--- config.mk ---
export PLATFORM = sky130hd
export DESIGN_NAME = dm_arbiter_flat
export DESIGN_NICKNAME = d
export VERILOG_FILES = /design/src/rtl/dm_arbiter_if.sv /design/src/rtl/dm_arbiter.sv /design/src/flat_wrapper.sv
export SDC_FILE = /design/constraint.sdc
export NUM_CORES = 1
export LEC_CHECK = 0
export ABC_AREA = 1
export BUFFER_PORTS_ARGS = -buffer_cell sky130_fd_sc_hd__buf_2
export CORE_MARGIN = 1.5
export CORE_UTILIZATION = 48
export DETAILED_ROUTE_END_ITERATION = 12
export HOLD_SLACK_MARGIN = 0.15
export PLACE_DENSITY_LB_ADDON = 0.25
export SETUP_SLACK_MARGIN = 0.5
export SLEW_MARGIN = 20
export SYNTH_ARGS = -nofsm -noshare
export SYNTH_HDL_FRONTEND = slang
export SYNTH_SLANG_ARGS = --single-unit
export TNS_END_PERCENT = 5
--- constraint.sdc ---
create_clock -name clk_i -period 4.9 [get_ports clk_i]
set_clock_uncertainty 0.15 [all_clocks]
set_input_delay 0.245 -clock clk_i [delete_from_list [all_inputs] [get_ports clk_i]]
set_output_delay 0.245 -clock clk_i [all_outputs]
set_load 0.01 [all_outputs]
--- src/rtl/dm_arbiter_if.sv ---
// dm_arbiter_if: bundle of the CPU port, the debug/loader port and the
// data-memory port around dm_arbiter.
//   slave  - arbiter side: takes both requests and drives the memory.
//   master - environment side: CPU MEM stage, debug master and DM array.
// Port summary:
//   cpu_* / dbg_* : req, we, addr, wdata in; rdata, done out (plus cpu stall)
//   mem_*         : en, we, addr, wdata out; rdata in
interface dm_arbiter_if #(
  parameter int ADDR_W = 32,
  parameter int DATA_W = 32
);
  logic              cpu_req_i;
  logic              cpu_we_i;
  logic [ADDR_W-1:0] cpu_addr_i;
  logic [DATA_W-1:0] cpu_wdata_i;
  logic [DATA_W-1:0] cpu_rdata_o;
  logic              cpu_done_o;
  logic              cpu_stall_o;

  logic              dbg_req_i;
  logic              dbg_we_i;
  logic [ADDR_W-1:0] dbg_addr_i;
  logic [DATA_W-1:0] dbg_wdata_i;
  logic [DATA_W-1:0] dbg_rdata_o;
  logic              dbg_done_o;

  logic              mem_en_o;
  logic              mem_we_o;
  logic [ADDR_W-1:0] mem_addr_o;
  logic [DATA_W-1:0] mem_wdata_o;
  logic [DATA_W-1:0] mem_rdata_i;

  modport slave (
    input  cpu_req_i, cpu_we_i, cpu_addr_i, cpu_wdata_i,
    output cpu_rdata_o, cpu_done_o, cpu_stall_o,
    input  dbg_req_i, dbg_we_i, dbg_addr_i, dbg_wdata_i,
    output dbg_rdata_o, dbg_done_o,
    output mem_en_o, mem_we_o, mem_addr_o, mem_wdata_o,
    input  mem_rdata_i
  );

  modport master (
    output cpu_req_i, cpu_we_i, cpu_addr_i, cpu_wdata_i,
    input  cpu_rdata_o, cpu_done_o, cpu_stall_o,
    output dbg_req_i, dbg_we_i, dbg_addr_i, dbg_wdata_i,
    input  dbg_rdata_o, dbg_done_o,
    input  mem_en_o, mem_we_o, mem_addr_o, mem_wdata_o,
    output mem_rdata_i
  );
endinterface

--- src/rtl/dm_arbiter.sv ---
// dm_arbiter: shares one data memory between the CPU MEM stage and a
// debug/loader port. Each access takes MEM_LAT BUSY cycles followed by one
// RESP cycle carrying the owner's done pulse. CPU wins ties unless it has
// already won STARVE_MAX grants in a row while debug was waiting.
// Ports:
//   clk_i - clock, rising edge
//   rst_n - asynchronous reset, active HIGH despite the name
//   bus   - dm_arbiter_if.slave (CPU port, debug port, memory port)
module dm_arbiter #(
  parameter int ADDR_W     = 32,
  parameter int DATA_W     = 32,
  parameter int MEM_LAT    = 2,
  parameter int STARVE_MAX = 4
) (
  input  logic         clk_i,
  input  logic         rst_n,
  dm_arbiter_if.slave  bus
);
  localparam int LW = (MEM_LAT > 1) ? $clog2(MEM_LAT + 1) : 1;
  localparam int SW = $clog2(STARVE_MAX + 1);
  localparam logic [LW-1:0] LAST   = LW'(MEM_LAT - 1);
  // The write strobe is registered, so it is raised one BUSY cycle early.
  localparam logic [LW-1:0] PRE_WE = LW'((MEM_LAT > 1) ? MEM_LAT - 2 : 0);
  localparam logic [SW-1:0] SMAX   = SW'(STARVE_MAX);

  typedef enum logic [1:0] {S_IDLE, S_BUSY, S_RESP} state_t;

  typedef struct packed {
    logic              dbg;
    logic              we;
    logic [ADDR_W-1:0] addr;
    logic [DATA_W-1:0] wdata;
  } req_t;

  state_t        state;
  logic [LW-1:0] lat_cnt;
  logic [SW-1:0] starve_cnt;
  req_t          cur;
  logic [DATA_W-1:0] cpu_rdata, dbg_rdata;
  logic          cpu_done, dbg_done, mem_en, mem_we;

  logic grant_cpu, grant_dbg;
  req_t cpu_pkt, dbg_pkt;

  assign grant_cpu = bus.cpu_req_i & (~bus.dbg_req_i | (starve_cnt < SMAX));
  assign grant_dbg = bus.dbg_req_i & ~grant_cpu;
  assign cpu_pkt   = '{dbg: 1'b0, we: bus.cpu_we_i, addr: bus.cpu_addr_i, wdata: bus.cpu_wdata_i};
  assign dbg_pkt   = '{dbg: 1'b1, we: bus.dbg_we_i, addr: bus.dbg_addr_i, wdata: bus.dbg_wdata_i};

  always_ff @(posedge clk_i or posedge rst_n) begin
    if (rst_n) begin
      state      <= S_IDLE;
      lat_cnt    <= '0;
      starve_cnt <= '0;
      cur        <= '0;
      cpu_rdata  <= '0;
      dbg_rdata  <= '0;
      cpu_done   <= 1'b0;
      dbg_done   <= 1'b0;
      mem_en     <= 1'b0;
      mem_we     <= 1'b0;
    end else begin
      cpu_done <= 1'b0;
      dbg_done <= 1'b0;
      case (state)
        S_IDLE: begin
          if (grant_cpu || grant_dbg) begin
            cur     <= grant_dbg ? dbg_pkt : cpu_pkt;
            lat_cnt <= '0;
            mem_en  <= 1'b1;
            // With a single BUSY cycle the strobe belongs on that first cycle.
            mem_we  <= (MEM_LAT == 1) && (grant_dbg ? bus.dbg_we_i : bus.cpu_we_i);
            if (grant_dbg)
              starve_cnt <= '0;
            else if (bus.dbg_req_i && (starve_cnt < SMAX))
              starve_cnt <= starve_cnt + 1'b1;
            state <= S_BUSY;
          end
        end
        S_BUSY: begin
          lat_cnt <= lat_cnt + 1'b1;
          if (lat_cnt == LAST) begin
            if (cur.dbg) dbg_rdata <= bus.mem_rdata_i;
            else         cpu_rdata <= bus.mem_rdata_i;
            cpu_done <= ~cur.dbg;
            dbg_done <= cur.dbg;
            mem_en   <= 1'b0;
            mem_we   <= 1'b0;
            state    <= S_RESP;
          end else begin
            mem_we <= cur.we && (lat_cnt == PRE_WE);
          end
        end
        // Completing requester may still hold req here, so no arbitration.
        S_RESP:  state <= S_IDLE;
        default: state <= S_IDLE;
      endcase
    end
  end

  assign bus.cpu_rdata_o = cpu_rdata;
  assign bus.cpu_done_o  = cpu_done;
  assign bus.cpu_stall_o = bus.cpu_req_i & ~cpu_done;
  assign bus.dbg_rdata_o = dbg_rdata;
  assign bus.dbg_done_o  = dbg_done;
  assign bus.mem_en_o    = mem_en;
  assign bus.mem_we_o    = mem_we;
  assign bus.mem_addr_o  = cur.addr;
  assign bus.mem_wdata_o = cur.wdata;
endmodule

--- src/flat_wrapper.sv ---
// flat-port wrapper written by rule: the top's interface ports become plain ports
module dm_arbiter_flat 
#(
  parameter int ADDR_W     = 32,
  parameter int DATA_W     = 32,
  parameter int MEM_LAT    = 2,
  parameter int STARVE_MAX = 4
)
  (clk_i, rst_n, bus_cpu_req_i, bus_cpu_we_i, bus_cpu_addr_i, bus_cpu_wdata_i, bus_cpu_rdata_o, bus_cpu_done_o, bus_cpu_stall_o, bus_dbg_req_i, bus_dbg_we_i, bus_dbg_addr_i, bus_dbg_wdata_i, bus_dbg_rdata_o, bus_dbg_done_o, bus_mem_en_o, bus_mem_we_o, bus_mem_addr_o, bus_mem_wdata_o, bus_mem_rdata_i);
  dm_arbiter_if #(.ADDR_W(ADDR_W), .DATA_W(DATA_W)) bus_i ();
  input  logic clk_i;
  input  logic rst_n;
  input wire logic [$bits(bus_i.cpu_req_i)-1:0] bus_cpu_req_i;
  input wire logic [$bits(bus_i.cpu_we_i)-1:0] bus_cpu_we_i;
  input wire logic [$bits(bus_i.cpu_addr_i)-1:0] bus_cpu_addr_i;
  input wire logic [$bits(bus_i.cpu_wdata_i)-1:0] bus_cpu_wdata_i;
  output wire logic [$bits(bus_i.cpu_rdata_o)-1:0] bus_cpu_rdata_o;
  output wire logic [$bits(bus_i.cpu_done_o)-1:0] bus_cpu_done_o;
  output wire logic [$bits(bus_i.cpu_stall_o)-1:0] bus_cpu_stall_o;
  input wire logic [$bits(bus_i.dbg_req_i)-1:0] bus_dbg_req_i;
  input wire logic [$bits(bus_i.dbg_we_i)-1:0] bus_dbg_we_i;
  input wire logic [$bits(bus_i.dbg_addr_i)-1:0] bus_dbg_addr_i;
  input wire logic [$bits(bus_i.dbg_wdata_i)-1:0] bus_dbg_wdata_i;
  output wire logic [$bits(bus_i.dbg_rdata_o)-1:0] bus_dbg_rdata_o;
  output wire logic [$bits(bus_i.dbg_done_o)-1:0] bus_dbg_done_o;
  output wire logic [$bits(bus_i.mem_en_o)-1:0] bus_mem_en_o;
  output wire logic [$bits(bus_i.mem_we_o)-1:0] bus_mem_we_o;
  output wire logic [$bits(bus_i.mem_addr_o)-1:0] bus_mem_addr_o;
  output wire logic [$bits(bus_i.mem_wdata_o)-1:0] bus_mem_wdata_o;
  input wire logic [$bits(bus_i.mem_rdata_i)-1:0] bus_mem_rdata_i;
  assign bus_i.cpu_req_i = bus_cpu_req_i;
  assign bus_i.cpu_we_i = bus_cpu_we_i;
  assign bus_i.cpu_addr_i = bus_cpu_addr_i;
  assign bus_i.cpu_wdata_i = bus_cpu_wdata_i;
  assign bus_cpu_rdata_o = bus_i.cpu_rdata_o;
  assign bus_cpu_done_o = bus_i.cpu_done_o;
  assign bus_cpu_stall_o = bus_i.cpu_stall_o;
  assign bus_i.dbg_req_i = bus_dbg_req_i;
  assign bus_i.dbg_we_i = bus_dbg_we_i;
  assign bus_i.dbg_addr_i = bus_dbg_addr_i;
  assign bus_i.dbg_wdata_i = bus_dbg_wdata_i;
  assign bus_dbg_rdata_o = bus_i.dbg_rdata_o;
  assign bus_dbg_done_o = bus_i.dbg_done_o;
  assign bus_mem_en_o = bus_i.mem_en_o;
  assign bus_mem_we_o = bus_i.mem_we_o;
  assign bus_mem_addr_o = bus_i.mem_addr_o;
  assign bus_mem_wdata_o = bus_i.mem_wdata_o;
  assign bus_i.mem_rdata_i = bus_mem_rdata_i;
  dm_arbiter #(.ADDR_W(ADDR_W), .DATA_W(DATA_W), .MEM_LAT(MEM_LAT), .STARVE_MAX(STARVE_MAX)) u_core (.clk_i(clk_i), .rst_n(rst_n), .bus(bus_i));
endmodule
==> results.sh, run 1 <==
export IMPL_run_status="finished clean"
export IMPL_grt_remaining_overflow=0
export IMPL_critPathCaptureType="flip-flop"
export IMPL_area_delta_synth_final_pct=46.5
export IMPL_rsz0062_at_grt="no"
export IMPL_p_clk_frac=0.213
export IMPL_startpoint_type="flip-flop"
export IMPL_cp_max_fo=67
export IMPL_number_of_endpoints_with_negative_hold_slack_in_the_final_report=0
export IMPL_grt_total_usage=0.260
export IMPL_wl_per_cell_um=13.6
export IMPL_async_flop_share=1.00
export IMPL_drt_antenna_net_count=0
export IMPL_worstPathArrival_ps=3390
export IMPL_via_count_of_the_first_global_routing_pass=6580
export IMPL_timing_final_crit_period_ps=3250
export IMPL_total_of_fill_cells_in_the_finished_design=1089
export IMPL_synth_fp_nets=1082
export IMPL_finalNetCount=1462
export IMPL_worst_r2r_cell_count=6
export IMPL_period_share=0.664
export IMPL_synthesized_instance_count=913
export IMPL_route_vias_total=6923
export IMPL_drt_first_pass_iters=5
export IMPL_tritoncts="done"
export IMPL_critPathSlowestCell="nand3_2"
export IMPL_reg_to_reg_slack_setup_ps=1650
export IMPL_total_standard_cell_area_after_synthesis_mm2=0.00702
export IMPL_grt_pass1_wl_mm=30.9
export IMPL_row_count=44
export IMPL_critPathBufInv=1
export IMPL_buffer_type_at_the_clock_tree_root="clkbuf_16"
export IMPL_leakage_nw=6.00
export IMPL_crit_chain="nor2_4 > nand3_2 > nand2_4 > clkinv_2 > nand2_1 > nand2_1"
export IMPL_postSynthRegisterBits=141
export IMPL_seq_area_mm2=0.00353
export IMPL_fin_area_mm2=0.0103
export IMPL_switching_share=0.386
export IMPL_yosys_top_cells_area="dfrtp_1 50%, nand2_1 18%, inv_1 9.3%, o21ai_0 7.8%, buf_4 7.5%"
export IMPL_drc=0
export IMPL_intPower_mw=3.61
export IMPL_h_tree_depth=4
export IMPL_placed_cell_area_mm2=0.00804
export IMPL_worstSetupPathDepth=6
export IMPL_horiz_die_dim_um=124
export IMPL_gp_congestion=0.770
export IMPL_dp_final_hpwl_mm=12.0
export IMPL_worst_setup_path_type="flip-flop to flip-flop"
export IMPL_cts_clk_pin_slew_worst_paths_ps=50
export IMPL_min_path_cells=3
export IMPL_tightestPinTransition_ps=1060
export IMPL_synth_ff_type="dfrtp_1"
export IMPL_worst_case_clock_buffer_depth=2
export IMPL_cpPeakStageDelay_ps=800
export IMPL_layout_drive_gt1_share=0.261
export IMPL_number_of_enable_flip_flop_cells_after_synthesis=0
export IMPL_switchingPower_mw=2.26
export IMPL_detail_route_wirelength_mm=20.3
export IMPL_numPortBuffers=298
export IMPL_ys_warnings_count=0
export IMPL_synth_top_cell_area_share=0.502
export IMPL_drt_iter0_markers=351
export IMPL_grt_start_max_net_pins=107
export IMPL_die_area_mm2=0.0154
export IMPL_clock_latency_ps=410
export IMPL_synth_distinct_cells=23
export IMPL_initial_utilization=0.487
export IMPL_p_per_cell_area_mw_per_mm2=571
export IMPL_antenna_found_initial=2
export IMPL_min_path_type="input pin to flip-flop"
export IMPL_synthTopCellsByCount="330 x nand2_1, 174 x inv_1, 141 x dfrtp_1"
export IMPL_largest_voltage_drop_on_the_vdd_net_uv=331
export IMPL_die_height_um=124
export IMPL_final_setup_tns_ps=0
export IMPL_seq_power_share=0.352
export IMPL_clkSinkCount=141
export IMPL_synthMostInstantiatedCell="nand2_1"
export IMPL_core_mm2=0.0144
export IMPL_power_share_combinational=0.436
export IMPL_drv_slew=0
export IMPL_crit_required_ps=5040
export IMPL_cts_post_setup_buffers_inserted=0
export IMPL_netlist_top_cell_by_area="dfrtp_1"
export IMPL_multi_input_area_mm2=0.00212
export IMPL_achievable_frequency_ghz=0.307
export IMPL_ys_seq_area_frac=0.502
export IMPL_drv_max_cap_violation_count=0
export IMPL_path_delay_family="simple AND/OR/NAND/NOR gates"
export IMPL_synth_avg_cell_area_um2=7.69
export IMPL_route_detailed_vias_per_inst=4.64
export IMPL_io_pins=299
export IMPL_finalSetupViolations=0
export IMPL_slew_headroom=0.292
export IMPL_most_numerous_cell_on_the_critical_path="nand2_1"
export IMPL_tritoncts_num_buffers=17
==> power groups by stage <==
stage,Sequential [mW],Clock (mW),Combinational (mW)
5_1_grt,2.13,1.31,2.87
2_1_floorplan,2.16,0,1.60
6_report,2.06,1.25,2.56
3_3_place_gp,2.05,0,2.17
3_5_place_dp,2.05,0,2.22
4_1_cts,2.05,1.27,2.53
==> worst paths after layout <==
path	from	end
min in group asynchronous	rst_n	u_core.bus.dbg_done_o
max in group asynchronous	rst_n	u_core.lat_cnt[0]
hold reg to reg	u_core.bus.mem_wdata_o[7]	u_core.bus.mem_wdata_o[7]
hold / removal	bus_dbg_req_i	u_core.starve_cnt[0]
setup / recovery	u_core.state[0]	u_core.bus.mem_wdata_o[9]
setup reg to reg	u_core.state[0]	u_core.bus.mem_wdata_o[9]
==> registers in the layout, indices dropped and copies added (netlist names) <==
| name | cells |
|---|---|
| u_core.bus.mem_en_o | 1 |
| u_core.bus.dbg_rdata_o | 32 |
| u_core.bus.cpu_rdata_o | 32 |
| u_core.bus.mem_we_o | 1 |
| u_core.cur | 2 |
| u_core.bus.mem_addr_o | 32 |
| u_core.bus.dbg_done_o | 1 |
| u_core.bus.cpu_done_o | 1 |
| u_core.bus.mem_wdata_o | 32 |
| u_core.starve_cnt | 3 |
| u_core.lat_cnt | 2 |
| u_core.state | 2 |
==> metrics by stage <==
step / utilization / worst slack (ps) / hold slack [ps] / instances / power [mW]
after floorplan: - / 724 / 240 / 913 / 3.76
after global placement: 0.557 / 2030 / 307 / 1292 / 4.22
after detailed placement: 0.557 / 1970 / 310 / 1292 / 4.27
after CTS: 0.713 / 2030 / 169 / 1490 / 5.85
after global routing: 0.713 / 1310 / 220 / 1491 / 6.32
final: 0.713 / 1650 / 198 / 1491 / 5.87
==> area by class of cell <==
class	count	area share
sequential	141	0.343
timing repair buffer	466	0.308
multi-input combinational	492	0.206
inverter	175	0.0644
clock buffer	21	0.0447
tap	184	0.0224
clock inverter	11	0.0114
antenna	1	0.000243
==> worst min-delay path, stage by stage <==
cell	delay, ps
buf_2	190
nand4_1	140
o21ai_0	110
==> cell usage in the layout (no fill, tap or decap), drive strengths merged <==
master       netlist  routed
nand3             19      19
xnor2              1       1
dfrtp            141     141
inv              175     174
nand2            334     334
o21ai            128     128
clkinv             0       8
bufinv             0       2
clkbuf            17      21
buf               88     300
clkinvlp           0       2
o22ai              1       1
nor2               5       5
nand4              1       1
dlygate4sd3        0     166
ha                 3       3
diode              0       1
==> logic make-up after synthesis <==
family | after synthesis | synth area share
AO/OA/AOI/OAI | 129 | 0.0921
XOR/XNOR | 1 | 0.00125
adder cells (fa/ha/maj) | 3 | 0.00534
buffers and inverters | 280 | 0.199
flip-flops | 141 | 0.502
AND/OR/NAND/NOR | 359 | 0.200
==> what timing repair did <==
action | 4_1_cts | 5_1_grt
hold endpoints to repair | 236 | 0
resized for setup | 0 | 0
hold buffers | 166 | 0
==> routing by layer <==
layer | vias up | global-route usage | part of all wire
li1 | 3406 | - | -
met3 | 57 | 0.0746 | 0.082
met4 | 2 | 0.134 | 0.039
met5 | - | 0 | 0.00044
met1 | 3166 | 0.300 | 0.39
met2 | 292 | 0.442 | 0.49
Note: power is estimated with default switching activity, not from simulation.
==> run 2, diff against run 1 <==
Settings changed: ABC_AREA 1 to 0, CORE_UTILIZATION 48 to 43.
Clock period 4.9 ns to 2.7 ns, I/O delays scaled along.
==> run 2 against run 1 <==
Effect of this change:
- critical path depth unchanged
- largest cell class unchanged
- setup slack worse by 1100 ps
- sequential share of layout area up 0.19 points
- sequential power up 79%
- die area up 6.3%
- critical path type is now input pin to flip-flop
- core utilization down 4.0 points
- via count down 3.7%
- total power up 79%
- wire length up 11%
==> results.sh, run 2 <==
export IMPL_io_pins=299
export IMPL_tritoncts="done"
export IMPL_grt_start_max_net_pins=90
export IMPL_p_per_cell_area_mw_per_mm2=1030
export IMPL_detail_route_wirelength_mm=22.6
export IMPL_gp_congestion=0.787
export IMPL_route_detailed_vias_per_inst=5.49
export IMPL_post_layout_total_power_mw=10.5
export IMPL_grt_total_usage=0.278
export IMPL_synth_ff_type="dfrtp_1"
export IMPL_worst_r2r_cell_count=5
export IMPL_hold_end="u_core.bus.mem_wdata_o[13]"
export IMPL_netlist_top_cell_by_area="dfrtp_1"
export IMPL_run_status="finished clean"
export IMPL_number_of_enable_flip_flop_cells_after_synthesis=0
export IMPL_leakage_nw=4.81
export IMPL_seq_power_share=0.350
export IMPL_tightestPinTransition_ps=593
export IMPL_finalNetCount=1182
export IMPL_antenna_found_initial=0
export IMPL_power_share_combinational=0.424
export IMPL_via_count_of_the_first_global_routing_pass=7068
export IMPL_clkSinkCount=141
export IMPL_worst_case_clock_buffer_depth=2
export IMPL_setup_slack_ps=562
export IMPL_layout_drive_gt1_share=0.413
export IMPL_startpoint_type="input pin"
export IMPL_timing_hold_ws_ps=178
export IMPL_grt_pass1_wl_mm=35.6
export IMPL_fin_area_mm2=0.0102
export IMPL_drv_max_cap_violation_count=0
export IMPL_worst_setup_path_type="input pin to flip-flop"
export IMPL_async_flop_share=1.00
export IMPL_h_tree_depth=4
export IMPL_worstPathArrival_ps=2280
export IMPL_critPathCaptureType="flip-flop"
export IMPL_p_clk_frac=0.226
export IMPL_clock_latency_ps=400
export IMPL_yosys_top_cells_area="dfrtp_1 53%, mux2_2 11%, a21oi_1 9.3%, buf_4 7.6%, o31ai_1 6.4%"
export IMPL_min_path_type="input pin to flip-flop"
export IMPL_layout_cells_most_common_list="297 x buf_2, 171 x dlygate4sd3_1, 141 x dfrtp_1"
export IMPL_postSynthRegisterBits=141
export IMPL_most_numerous_cell_on_the_critical_path="dlygate4sd3_1"
export IMPL_critPathSlowestCell="dlygate4sd3_1"
export IMPL_intPower_mw=6.56
export IMPL_tritoncts_num_buffers=17
export IMPL_finalNonFillerCells=1214
export IMPL_cpPeakStageDelay_ps=560
export IMPL_synthTopCellsByCount="141 x dfrtp_1, 124 x a21oi_1, 68 x buf_4"
export IMPL_drc=0
export IMPL_die_height_um=128
export IMPL_core_mm2=0.0152
export IMPL_cts_clk_pin_slew_worst_paths_ps=60
export IMPL_area_delta_synth_final_pct=52.8
export IMPL_crit_chain="dlygate4sd3_1 > clkbuf_4 > or2_2 > nand2_2 > o31ai_1 > dlygate4sd3_1"
export IMPL_dp_final_hpwl_mm=12.6
export IMPL_initial_utilization=0.441
export IMPL_hold_start="bus_dbg_req_i"
export IMPL_post_place_ws_ps=706
export IMPL_achievable_frequency_ghz=0.468
export IMPL_placed_cell_area_mm2=0.00791
export IMPL_total_standard_cell_area_after_synthesis_mm2=0.00670
export IMPL_synth_distinct_cells=30
export IMPL_largest_voltage_drop_on_the_vdd_net_uv=684
export IMPL_crit_required_ps=2840
export IMPL_synthMostInstantiatedCell="dfrtp_1"
export IMPL_timing_final_crit_period_ps=2140
export IMPL_cp_max_fo=12
export IMPL_switching_share=0.376
export IMPL_rsz0062_at_grt="yes"
export IMPL_row_count=45
export IMPL_grt_remaining_overflow=0
export IMPL_die_area_mm2=0.0163
export IMPL_drt_antenna_net_count=0
export IMPL_wl_per_cell_um=18.7
export IMPL_layout_core_utilization=0.673
export IMPL_ys_seq_area_frac=0.527
export IMPL_drt_iter0_markers=541
export IMPL_drt_first_pass_iters=5
export IMPL_synth_top_cell_area_share=0.527
export IMPL_cts_post_setup_buffers_inserted=0
export IMPL_numPortBuffers=298
export IMPL_ys_warnings_count=0
export IMPL_buffer_type_at_the_clock_tree_root="clkbuf_16"
export IMPL_crit_reg2reg_launch="u_core.starve_cnt[2]"
export IMPL_route_vias_total=6668
export IMPL_numPlacedInstances=1011
export IMPL_period_share=0.792
export IMPL_reg_to_reg_slack_setup_ps=610
export IMPL_slew_headroom=0.605
export IMPL_regToRegEndpoint="u_core.bus.mem_wdata_o[18]"
export IMPL_horiz_die_dim_um=128
export IMPL_synth_fp_nets=793
export IMPL_final_setup_tns_ps=0
export IMPL_min_path_cells=4
export IMPL_synth_avg_cell_area_um2=10.7
export IMPL_synthesized_instance_count=624
export IMPL_drv_slew=0
export IMPL_finalSetupViolations=0
export IMPL_num_antenna_cells=0
export IMPL_layout_cells_most_common="buf_2"
export IMPL_number_of_endpoints_with_negative_hold_slack_in_the_final_report=0
export IMPL_switchingPower_mw=3.95
==> run 2: worst max path at each step <==
stage | startpoint | to | slack, ps | cells past startpoint
after floorplan | rst_n | u_core.bus.cpu_done_o | 650 | 1
after global placement | u_core.lat_cnt[0] | u_core.bus.dbg_rdata_o[20] | 750 | 6
after detailed placement | u_core.lat_cnt[0] | u_core.bus.dbg_rdata_o[11] | 710 | 6
after CTS | u_core.state[0] | u_core.bus.mem_wdata_o[21] | 520 | 4
after global routing | u_core.starve_cnt[2] | u_core.bus.mem_wdata_o[18] | 470 | 5
final | bus_cpu_req_i | u_core.bus.mem_wdata_o[21] | 560 | 6
==> run 2: routing by layer <==
metal  global-route usage  share of wire  up-vias
met5                    0              0        -
met4                0.140          0.035        0
met3               0.0885          0.093       77
met2                0.462           0.48      419
met1                0.324           0.39     3201
li1                     -              -     2971
==> run 2: cell type report <==
class | instances | area, um^2
well taps | 188 | 235
repair buffers | 487 | 3400
fillers | 1121 | 4970
multi-input cells | 359 | 2440
clock buffers | 19 | 443
clock inverters | 13 | 155
flip-flops and latches | 141 | 3530
inverters | 7 | 30.0
==> run 2: repair_timing <==
item                                    in CTS  in global routing
endpoints found under the setup margin       0                  4
hold endpoints to repair                   271                  0
hold buffers                               171                  0
resized for setup                            0                  3
==> run 2: critical path, delay by kind of cell <==
family	cells	cell delay [ps]
buffers and inverters	3	1370
AOI/OAI and AO/OA	1	120
and+or+nand+nor	2	650
==> run 2: cell families (layout without fill, tap and decap cells) <==
kind of cell	after synthesis	count (layout)	share of synthesized area
AO/OA/AOI/OAI	262	262	0.222
adder cells (fa/ha/maj)	3	3	0.00560
buffers and inverters	124	526	0.113
flip-flops	141	141	0.527
multiplexers	65	65	0.109
AND/OR/NAND/NOR	29	29	0.0232
==> run 2: power by group through the flow <==
stage | registers, mW | logic (mW) | clock network, mW
global route | 3.80 | 4.86 | 2.50
CTS | 3.65 | 4.38 | 2.42
floorplan | 3.84 | 2.86 | 0
global placement | 3.62 | 4.12 | 0
detailed placement | 3.67 | 4.16 | 0
finish | 3.68 | 4.46 | 2.37
